<file path="config.mk">
export PLATFORM = sky130hd
export DESIGN_NAME = dm_spi_apb_sequencer_flat
export DESIGN_NICKNAME = d
export VERILOG_FILES = /design/src/rtl/dm_spi_pkg.sv /design/src/rtl/dm_spi_apb_sequencer_if.sv /design/src/rtl/dm_apb_master_xfer.sv /design/src/rtl/dm_spi_apb_sequencer.sv /design/src/flat_wrapper.sv
export SDC_FILE = /design/constraint.sdc
export NUM_CORES = 1
export LEC_CHECK = 0
export ABC_AREA = 1
export BUFFER_PORTS_ARGS = -buffer_cell sky130_fd_sc_hd__buf_2
export CAP_MARGIN = 5
export CORE_UTILIZATION = 60
export DETAILED_ROUTE_END_ITERATION = 6
export GPL_ROUTABILITY_DRIVEN = 0
export PLACE_DENSITY_LB_ADDON = 0.15
export SYNTH_ARGS = -nofsm -noshare
export SYNTH_HDL_FRONTEND = slang
export SYNTH_HIERARCHICAL = 1
export SYNTH_SLANG_ARGS = --single-unit
</file>
<file path="constraint.sdc">
create_clock -name PCLK -period 3.6 [get_ports PCLK]
set_clock_uncertainty 0.2 [all_clocks]
set_input_delay 0.72 -clock PCLK [delete_from_list [all_inputs] [get_ports PCLK]]
set_output_delay 0.72 -clock PCLK [all_outputs]
set_load 0.005 [all_outputs]
</file>
<file path="src/rtl/dm_spi_pkg.sv">
// rtl/dm_spi_pkg.sv - CoreSPI register map, STATUS bits, defaults and FSM state types (optional DM_SPI_SEQ_RXDRAIN_EN adds drain states)
package dm_spi_pkg;

  localparam int APB_AW_DEF = 7;
  localparam int APB_DW_DEF = 16;

  localparam logic [6:0] REG_CONTROL     = 7'h00;
  localparam logic [6:0] REG_RXDATA      = 7'h08;
  localparam logic [6:0] REG_TXDATA      = 7'h0C;
  localparam logic [6:0] REG_STATUS      = 7'h20;
  localparam logic [6:0] REG_SSEL        = 7'h24;
  localparam logic [6:0] REG_TXDATA_LAST = 7'h28;

  localparam int STAT_RXEMPTY_BIT = 2;
  localparam int STAT_TXFULL_BIT  = 3;

  localparam logic [15:0] CTRL_INIT_DEF = 16'h0003;
  localparam logic [15:0] SSEL_INIT_DEF = 16'h0001;

  typedef enum logic [2:0] {
    S_IDLE,
    S_INIT_CTRL,
    S_INIT_SSEL,
    S_READY,
    S_POLL,
    S_WRITE
`ifdef DM_SPI_SEQ_RXDRAIN_EN
    ,
    S_DRAIN_STAT,
    S_DRAIN_RX
`endif
  } seq_state_t;

  typedef enum logic [1:0] {
    X_IDLE,
    X_SETUP,
    X_ACCESS
  } xfer_state_t;

endpackage

</file>
<file path="src/rtl/dm_spi_apb_sequencer_if.sv">
// rtl/dm_spi_apb_sequencer_if.sv - upstream word stream plus APB master bus toward CoreSPI
interface dm_spi_apb_sequencer_if #(
  parameter int AW = dm_spi_pkg::APB_AW_DEF,
  parameter int DW = dm_spi_pkg::APB_DW_DEF
);
  logic          s_valid;
  logic          s_ready;
  logic [DW-1:0] s_data;
  logic          s_last;

  logic [AW-1:0] M_PADDR;
  logic          M_PSEL;
  logic          M_PENABLE;
  logic          M_PWRITE;
  logic [DW-1:0] M_PWDATA;
  logic [DW-1:0] M_PRDATA;
  logic          M_PREADY;
  logic          M_PSLVERR;

  modport master (
    input  s_valid, s_data, s_last, M_PRDATA, M_PREADY, M_PSLVERR,
    output s_ready, M_PADDR, M_PSEL, M_PENABLE, M_PWRITE, M_PWDATA
  );

  modport slave (
    output s_valid, s_data, s_last, M_PRDATA, M_PREADY, M_PSLVERR,
    input  s_ready, M_PADDR, M_PSEL, M_PENABLE, M_PWRITE, M_PWDATA
  );
endinterface

</file>
<file path="src/rtl/dm_apb_master_xfer.sv">
// rtl/dm_apb_master_xfer.sv - single two-phase APB transfer engine with done/rdata/slverr response
module dm_apb_master_xfer
  import dm_spi_pkg::*;
#(
  parameter int AW = 7,
  parameter int DW = 16
) (
  input  logic          clk,
  input  logic          rst_n,
  input  logic          req,
  input  logic [AW-1:0] addr,
  input  logic [DW-1:0] wdata,
  input  logic          write,
  output logic          done,
  output logic [DW-1:0] rdata,
  output logic          slverr,
  output logic [AW-1:0] paddr,
  output logic          psel,
  output logic          penable,
  output logic          pwrite,
  output logic [DW-1:0] pwdata,
  input  logic [DW-1:0] prdata,
  input  logic          pready,
  input  logic          pslverr
);

  xfer_state_t state, nxt;

  // Phase register; async reset drops PSEL/PENABLE at once.
  always_ff @(posedge clk or negedge rst_n) begin
    if (!rst_n) state <= X_IDLE;
    else        state <= nxt;
  end

  // Phase sequencing: SETUP always one cycle, ACCESS held until PREADY.
  always_comb begin
    nxt = state;
    case (state)
      X_IDLE:   if (req) nxt = X_SETUP;
      X_SETUP:  nxt = X_ACCESS;
      X_ACCESS: if (pready) nxt = X_IDLE;
      default:  nxt = X_IDLE;
    endcase
  end

  assign psel    = (state != X_IDLE);
  assign penable = (state == X_ACCESS);

  // Capture the command at launch so the bus stays stable; return response on completion.
  always_ff @(posedge clk or negedge rst_n) begin
    if (!rst_n) begin
      paddr  <= '0;
      pwdata <= '0;
      pwrite <= 1'b0;
      done   <= 1'b0;
      rdata  <= '0;
      slverr <= 1'b0;
    end else begin
      done <= 1'b0;
      if (state == X_IDLE && req) begin
        paddr  <= addr;
        pwdata <= wdata;
        pwrite <= write;
      end
      if (state == X_ACCESS && pready) begin
        done   <= 1'b1;
        rdata  <= prdata;
        slverr <= pslverr;
      end
    end
  end

endmodule

</file>
<file path="src/rtl/dm_spi_apb_sequencer.sv">
// rtl/dm_spi_apb_sequencer.sv - CoreSPI init plus per-word STATUS poll and TXDATA write sequencer (DM_SPI_SEQ_RXDRAIN_EN enables RX drain)
module dm_spi_apb_sequencer
  import dm_spi_pkg::*;
#(
  parameter int              APB_AW     = 7,
  parameter int              APB_DW     = 16,
  parameter logic [APB_DW-1:0] CTRL_INIT  = CTRL_INIT_DEF,
  parameter logic [APB_DW-1:0] SSEL_INIT  = SSEL_INIT_DEF,
  parameter int              TXFULL_BIT = STAT_TXFULL_BIT,
  parameter int              POLL_LIMIT = 1023
) (
  input  logic                   PCLK,
  input  logic                   PRESETN,
  input  logic                   init_start,
  dm_spi_apb_sequencer_if.master bus,
  output logic                   init_done,
  output logic                   busy,
  output logic                   err_slv,
  output logic                   err_timeout,
  output logic [15:0]            frames_sent
);

  localparam int CW = $clog2(POLL_LIMIT + 1);
  localparam logic [CW-1:0] POLL_LAST = CW'(POLL_LIMIT - 1);

  seq_state_t        state, nxt;
  logic              pend;
  logic [APB_DW-1:0] word;
  logic              word_last;
  logic [CW-1:0]     poll_cnt;

  logic              req, cmd_write, done, slverr;
  logic [APB_AW-1:0] cmd_addr;
  logic [APB_DW-1:0] cmd_wdata, rdata;
  logic              accept, hit_timeout, frame_done, init_fin, cnt_clr, cnt_inc;
  logic              unused_rdata;

  // Only the status flag bits of a read are of interest.
  assign unused_rdata = ^rdata;

  dm_apb_master_xfer #(.AW(APB_AW), .DW(APB_DW)) u_xfer (
    .clk     (PCLK),
    .rst_n   (PRESETN),
    .req     (req),
    .addr    (cmd_addr),
    .wdata   (cmd_wdata),
    .write   (cmd_write),
    .done    (done),
    .rdata   (rdata),
    .slverr  (slverr),
    .paddr   (bus.M_PADDR),
    .psel    (bus.M_PSEL),
    .penable (bus.M_PENABLE),
    .pwrite  (bus.M_PWRITE),
    .pwdata  (bus.M_PWDATA),
    .prdata  (bus.M_PRDATA),
    .pready  (bus.M_PREADY),
    .pslverr (bus.M_PSLVERR)
  );

  assign bus.s_ready = (state == S_READY);
  assign busy        = (state != S_IDLE) && (state != S_READY);

  // Sequencer state register.
  always_ff @(posedge PCLK or negedge PRESETN) begin
    if (!PRESETN) state <= S_IDLE;
    else          state <= nxt;
  end

  // Each command state issues exactly one transfer (req gated by pend) and advances on done.
  always_comb begin
    nxt         = state;
    req         = 1'b0;
    cmd_addr    = '0;
    cmd_wdata   = '0;
    cmd_write   = 1'b0;
    accept      = 1'b0;
    hit_timeout = 1'b0;
    frame_done  = 1'b0;
    init_fin    = 1'b0;
    cnt_clr     = 1'b0;
    cnt_inc     = 1'b0;
    case (state)
      S_IDLE: if (init_start) nxt = S_INIT_CTRL;
      S_INIT_CTRL: begin
        req       = !pend;
        cmd_addr  = REG_CONTROL;
        cmd_wdata = CTRL_INIT;
        cmd_write = 1'b1;
        if (done) nxt = S_INIT_SSEL;
      end
      S_INIT_SSEL: begin
        req       = !pend;
        cmd_addr  = REG_SSEL;
        cmd_wdata = SSEL_INIT;
        cmd_write = 1'b1;
        if (done) begin
          init_fin = 1'b1;
          nxt      = S_READY;
        end
      end
      S_READY: begin
        if (bus.s_valid) begin
          accept  = 1'b1;
          cnt_clr = 1'b1;
          nxt     = S_POLL;
        end
      end
      S_POLL: begin
        req      = !pend;
        cmd_addr = REG_STATUS;
        if (done) begin
          if (!rdata[TXFULL_BIT]) begin
            nxt = S_WRITE;
          end else if (poll_cnt == POLL_LAST) begin
            hit_timeout = 1'b1;
            nxt         = S_READY;
          end else begin
            cnt_inc = 1'b1;
          end
        end
      end
      S_WRITE: begin
        req       = !pend;
        cmd_addr  = word_last ? REG_TXDATA_LAST : REG_TXDATA;
        cmd_wdata = word;
        cmd_write = 1'b1;
        if (done) begin
          frame_done = word_last;
`ifdef DM_SPI_SEQ_RXDRAIN_EN
          if (word_last) begin
            cnt_clr = 1'b1;
            nxt     = S_DRAIN_STAT;
          end else begin
            nxt = S_READY;
          end
`else
          nxt = S_READY;
`endif
        end
      end
`ifdef DM_SPI_SEQ_RXDRAIN_EN
      S_DRAIN_STAT: begin
        req      = !pend;
        cmd_addr = REG_STATUS;
        if (done) begin
          if (rdata[STAT_RXEMPTY_BIT]) begin
            nxt = S_READY;
          end else if (poll_cnt == POLL_LAST) begin
            hit_timeout = 1'b1;
            nxt         = S_READY;
          end else begin
            cnt_inc = 1'b1;
            nxt     = S_DRAIN_RX;
          end
        end
      end
      S_DRAIN_RX: begin
        req      = !pend;
        cmd_addr = REG_RXDATA;
        if (done) begin
          if (poll_cnt == POLL_LAST) begin
            hit_timeout = 1'b1;
            nxt         = S_READY;
          end else begin
            cnt_inc = 1'b1;
            nxt     = S_DRAIN_STAT;
          end
        end
      end
`endif
      default: nxt = S_IDLE;
    endcase
  end

  // Word latch, read counter, sticky flags and frame counter.
  always_ff @(posedge PCLK or negedge PRESETN) begin
    if (!PRESETN) begin
      pend        <= 1'b0;
      word        <= '0;
      word_last   <= 1'b0;
      poll_cnt    <= '0;
      init_done   <= 1'b0;
      err_slv     <= 1'b0;
      err_timeout <= 1'b0;
      frames_sent <= '0;
    end else begin
      if (req)       pend <= 1'b1;
      else if (done) pend <= 1'b0;
      if (accept) begin
        word      <= bus.s_data;
        word_last <= bus.s_last;
      end
      if (cnt_clr)      poll_cnt <= '0;
      else if (cnt_inc) poll_cnt <= poll_cnt + 1'b1;
      if (init_fin)        init_done   <= 1'b1;
      if (done && slverr)  err_slv     <= 1'b1;
      if (hit_timeout)     err_timeout <= 1'b1;
      if (frame_done)      frames_sent <= frames_sent + 16'd1;
    end
  end

endmodule

</file>
<file path="src/flat_wrapper.sv">
// flat-port wrapper written by rule: the top's interface ports become plain ports
module dm_spi_apb_sequencer_flat import dm_spi_pkg::*;
#(
  parameter int              APB_AW     = 7,
  parameter int              APB_DW     = 16,
  parameter logic [APB_DW-1:0] CTRL_INIT  = CTRL_INIT_DEF,
  parameter logic [APB_DW-1:0] SSEL_INIT  = SSEL_INIT_DEF,
  parameter int              TXFULL_BIT = STAT_TXFULL_BIT,
  parameter int              POLL_LIMIT = 1023
)
  (PCLK, PRESETN, init_start, init_done, busy, err_slv, err_timeout, frames_sent, bus_s_valid, bus_s_data, bus_s_last, bus_M_PRDATA, bus_M_PREADY, bus_M_PSLVERR, bus_s_ready, bus_M_PADDR, bus_M_PSEL, bus_M_PENABLE, bus_M_PWRITE, bus_M_PWDATA);
  dm_spi_apb_sequencer_if bus_i ();
  input  logic PCLK;
  input  logic PRESETN;
  input  logic init_start;
  output logic init_done;
  output logic busy;
  output logic err_slv;
  output logic err_timeout;
  output logic [15:0] frames_sent;
  input wire logic [$bits(bus_i.s_valid)-1:0] bus_s_valid;
  input wire logic [$bits(bus_i.s_data)-1:0] bus_s_data;
  input wire logic [$bits(bus_i.s_last)-1:0] bus_s_last;
  input wire logic [$bits(bus_i.M_PRDATA)-1:0] bus_M_PRDATA;
  input wire logic [$bits(bus_i.M_PREADY)-1:0] bus_M_PREADY;
  input wire logic [$bits(bus_i.M_PSLVERR)-1:0] bus_M_PSLVERR;
  output wire logic [$bits(bus_i.s_ready)-1:0] bus_s_ready;
  output wire logic [$bits(bus_i.M_PADDR)-1:0] bus_M_PADDR;
  output wire logic [$bits(bus_i.M_PSEL)-1:0] bus_M_PSEL;
  output wire logic [$bits(bus_i.M_PENABLE)-1:0] bus_M_PENABLE;
  output wire logic [$bits(bus_i.M_PWRITE)-1:0] bus_M_PWRITE;
  output wire logic [$bits(bus_i.M_PWDATA)-1:0] bus_M_PWDATA;
  assign bus_i.s_valid = bus_s_valid;
  assign bus_i.s_data = bus_s_data;
  assign bus_i.s_last = bus_s_last;
  assign bus_i.M_PRDATA = bus_M_PRDATA;
  assign bus_i.M_PREADY = bus_M_PREADY;
  assign bus_i.M_PSLVERR = bus_M_PSLVERR;
  assign bus_s_ready = bus_i.s_ready;
  assign bus_M_PADDR = bus_i.M_PADDR;
  assign bus_M_PSEL = bus_i.M_PSEL;
  assign bus_M_PENABLE = bus_i.M_PENABLE;
  assign bus_M_PWRITE = bus_i.M_PWRITE;
  assign bus_M_PWDATA = bus_i.M_PWDATA;
  dm_spi_apb_sequencer #(.APB_AW(APB_AW), .APB_DW(APB_DW), .CTRL_INIT(CTRL_INIT), .SSEL_INIT(SSEL_INIT), .TXFULL_BIT(TXFULL_BIT), .POLL_LIMIT(POLL_LIMIT)) u_core (.PCLK(PCLK), .PRESETN(PRESETN), .init_start(init_start), .bus(bus_i), .init_done(init_done), .busy(busy), .err_slv(err_slv), .err_timeout(err_timeout), .frames_sent(frames_sent));
endmodule
</file>
# Word-level counts from Yosys, hierarchy flattened
# Cells that the tools add are included.
# classes
n_addsub,2
eq_ne,17
n_mux,35
n_reduce_logical,16
# op_table
operator,n
case mux 16 bit (3 select lines),1
2-to-1 mux 3 bit,7
case mux 7 bit (3 select lines),1
2-to-1 mux 10 bit,2
2-to-1 mux 1 bit,19
adder 16 x 1 -> 16 bit (second input constant),1
case mux 3 bit (5 select lines),1
!= test 2 bit (second input constant),6
adder 10 x 1 -> 10 bit (second input constant),1
== test 10 bit (second input constant),1
== test 3 x 2 -> 1 bit (second input constant),2
== test 3 bit (second input constant),2
2-to-1 mux 6 bit,1
!= test 3 x 2 -> 1 bit (second input constant),2
case mux 2 bit (3 select lines),1
AND reduction 6 bit,1
nonzero test 2 bit,3
logical AND 1 bit,4
2-to-1 mux 2 bit,2
OR reduction 4 bit,1
== test 3 x 1 -> 1 bit (second input constant),1
zero test 3 bit,1
nonzero test 3 bit,1
OR reduction 3 bit,1
other kinds (7),7
# totals
regBits,82

# Longest topological paths before layout
# depth
ltp_word,7
mapped_depth,11

# Hierarchy
# The synthesis kept the hierarchy.
# by_module_without_submodules
mod,instances,cells_each,area_each_um2,seq_area_each_um2
dm_spi_apb_sequencer,1,352,2695.1,1251.2
dm_apb_master_xfer,1,191,1806.7,1101.1

# Least setup slack after synthesis
# OpenSTA, ideal clock, no wires.
# synth_timing
kind,register -> output
startpoint,register u_core.state[1]
endpoint,output busy
arrival_ps,888
path_slack_ps,1792
path_stages_with_launch,6
path_buffers,0
cell_sequence,dfrtp_1 > nand2_1 > nor2_2 > inv_1 > o21ai_0 > inv_1
# synth_between
elab_chain_len,2
# synth_rtl
item,line_no,text
start: declaration,dm_spi_apb_sequencer.sv:26,"seq_state_t state, nxt;"
start signal: assignment,dm_spi_apb_sequencer.sv:67,else state <= nxt;
!= test 3 x 2 -> 1 bit / nonzero test 3 bit (equally long branches),dm_spi_apb_sequencer.sv:62,assign busy = (state != S_IDLE) && (state != S_READY);
logical AND 1 bit (*),dm_spi_apb_sequencer.sv:62,
end: declaration,flat_wrapper.sv:17,output logic busy;
# Every way passes the cells marked *; elsewhere a longest branch is shown, timed or not.

# Worst setup path after layout
# layout_timing
startpoint,register u_core.u_xfer.state[1]
endpoint,output bus_M_PSEL
# layout_between
elab_chain_len,1
# layout_rtl
item,line_no,text
start: declaration,dm_apb_master_xfer.sv:27,"xfer_state_t state, nxt;"
start signal: assignment,dm_apb_master_xfer.sv:32,else state <= nxt;
nonzero test 2 bit,dm_apb_master_xfer.sv:46,assign psel = (state != X_IDLE);
end: declaration,flat_wrapper.sv:29,output wire logic [$bits(bus_i.M_PSEL)-1:0] bus_M_PSEL;
# No other way between the ends.

==> results.yml <==
run_status:
  status: "finished clean"
worst_setup_path:
  required_ps: 2680
  slowest_stage: "nor2_4"
  critical_path.max_fanout: 26
  worstPathArrival_ps: 1600
  crit_chain: "nor2_4 -> inv_1 -> buf_2"
  max_stage_delay_ps: 510
  worst-setup-path-type: "register to output port"
  end_kind: "output port"
  start_kind: "register"
synth:
  synth_area_per_cell_um2: 8.12
  synthesis.area_um2: 3920
  synth_cells: 483
  synth_warnings: 6
clock_tree:
  cts_resized: 0
  postCtsSetupBuffers: 0
  clockBufferDepth: 2
  cts_tree: "built"
  cts_hold_buf: 0
  clockRootBuffer: "clkbuf_8"
  worstSkewPairLatency_ps: 340
  clk_pin_slew_worst_paths_ps: 80
  htreeDepth: 3
  cts_buffers: 9
  cts_sinks: 79
hold_path:
  min_path_type: "register to register"
final_layout:
  area_growth_syn_to_layout_pct: 14.9
  fin_util_pct: 71.3
  final_nets: 591
  insertedDiodeCount: 0
  drive_above_1_share_pct: 19.0
  fill_cells: 504
floorplan:
  dieArea_um2: 6860
  io_pins: 86
  die_x_um: 82.8
  coreArea_um2: 6310
  die_h_um: 82.8
  rows: 29
  initial_core_util_pct: 62.1
timing:
  final-max-slew-violation-count: 0
  tns_ps: 0
  period_needed_ps: 2520
  worst-slew-pin-transition_ps: 962
  fmax_mhz: 397
  relSlewSlack_pct: 35.8
  finalHoldViolations: 0
  rsz0062_at_grt: "false"
  setup_viol: 0
  finalCritPeriodShare_pct: 70.0
  timing.hold.ws_ps: 267
place:
  io_buffer_count: 70
  hpwl_um: 5260
global_route:
  grt_usage_pct: 24.2
  grt_pass1_vias: 3140
  grt_antenna_before_repair: 0
  grt_max_degree: 80
  overflow: 0
  grt_pass1_wl_um: 13500
routing:
  routed_wl_um: 7710
  route.detailed.drc: 0
  wl_per_cell_um: 12.2
  num_vias: 3274
  drtIter0Drc: 196
  detail_route.vias_per_cell: 5.19
  ant_nets: 0
  dr.pass1.iters: 5
run:
  cap_violations: 0
power:
  peakVddDrop_uv: 533
  pwr_density_cell_nw_per_um2: 678
  p_total_mw: 3.05
  power_leakage_nw: 2.46
-- power breakdown --
| part | internal, mW | switching [mW] | leakage [nW] |
|---|---|---|---|
| clock network | 0.534 | 0.319 | 0.134 |
| registers | 1.13 | 0.165 | 1.04 |
| logic | 0.315 | 0.587 | 1.29 |
| total | 1.98 | 1.07 | 2.46 |
-- worst paths after layout --
check | slack, ps | from | to | cells past startpoint
setup / recovery | 1080 | u_core/u_xfer/state[1]$_DFFE_PN0P_ | bus_M_PSEL | 3
hold / removal | 270 | u_core/err_slv$_DFFE_PN0P_ | u_core/err_slv$_DFFE_PN0P_ | 1
setup reg to reg | 1400 | u_core/state[2]$_DFFE_PN0P_ | u_core/u_xfer/pwrite$_DFFE_PN0P_ | 8
hold reg to reg | 270 | u_core/err_slv$_DFFE_PN0P_ | u_core/err_slv$_DFFE_PN0P_ | 1
max in group asynchronous | 2260 | PRESETN | u_core/u_xfer/pwdata[11]$_DFFE_PN0P_ | 1
min in group asynchronous | 300 | PRESETN | u_core/word[2]$_DFFE_PN0P_ | 1
-- metal layers --
metal,track usage (%),wire (um),vias up
met4,11.9,137,0
met3,3.88,353,15
met5,0,0,-
li1,-,-,1635
met1,30.8,3520,1538
met2,40.5,3700,86
-- sequential cells by signal, summed over array words and instances (netlist names) --
name	cells
u_core/pend	1
u_core/err_slv	1
u_core/state	3
u_core/u_xfer/rdata	1
u_core/u_xfer/pwrite	1
u_core/frames_sent	16
u_core/u_xfer/pwdata	16
u_core/poll_cnt	10
u_core/word	16
u_core/u_xfer/slverr	1
u_core/word_last	1
u_core/err_timeout	1
u_core/u_xfer/done	1
u_core/u_xfer/state	2
u_core/init_done	1
u_core/u_xfer/paddr	7
-- cells in the final DEF (no fill, tap or decap) --
| cell | instances |
|---|---|
| nand3b_1 | 2 |
| clkinv_2 | 1 |
| clkbuf_8 | 9 |
| nand3_4 | 2 |
| inv_6 | 2 |
| xor2_1 | 8 |
| nand3_1 | 45 |
| inv_1 | 53 |
| nand2_1 | 169 |
| ha_1 | 3 |
| nor2_4 | 6 |
| nand4_1 | 16 |
| nor3_1 | 4 |
| o21bai_1 | 2 |
| nand2_2 | 1 |
| clkinv_4 | 1 |
| buf_4 | 2 |
| conb_1 | 4 |
| nand2_4 | 1 |
| nand4_4 | 1 |
| o21ai_1 | 3 |
| o21ai_0 | 18 |
| nor2_2 | 3 |
| inv_2 | 3 |
| bufinv_16 | 4 |
| o21a_1 | 2 |
| xnor2_1 | 2 |
| dfrtp_1 | 79 |
| a21o_1 | 1 |
| or2_1 | 1 |
| a21oi_1 | 1 |
| buf_2 | 69 |
| nor2_1 | 36 |
-- critical path, delay by kind of cell, from the launching register on --
kind | cells | cell delay [ps]
and+or+nand+nor | 1 | 510
DFF | 1 | 470
buffers and inverters | 2 | 280
-- metrics by stage --
stage	setup WS [ps]	cell area [um^2]	instances
after detailed placement	1420	4240	615
after global placement	1460	4240	615
after global routing	935	4500	631
after CTS	1050	4500	631
final	1080	4500	631
after floorplan	1790	3930	486
-- final cells by class --
cell class                      count  area [um^2]  area share, %
Clock inverter                      7          143           3.17
Timing Repair Buffer               71          360           8.00
Inverter                           57          219           4.86
Clock buffer                        9          124           2.75
Tap cell                           77         96.3           2.14
Sequential cell                    79         1980           43.9
Multi-Input combinational cell    331         1580           35.2
(Power assumes the default switching activity.)
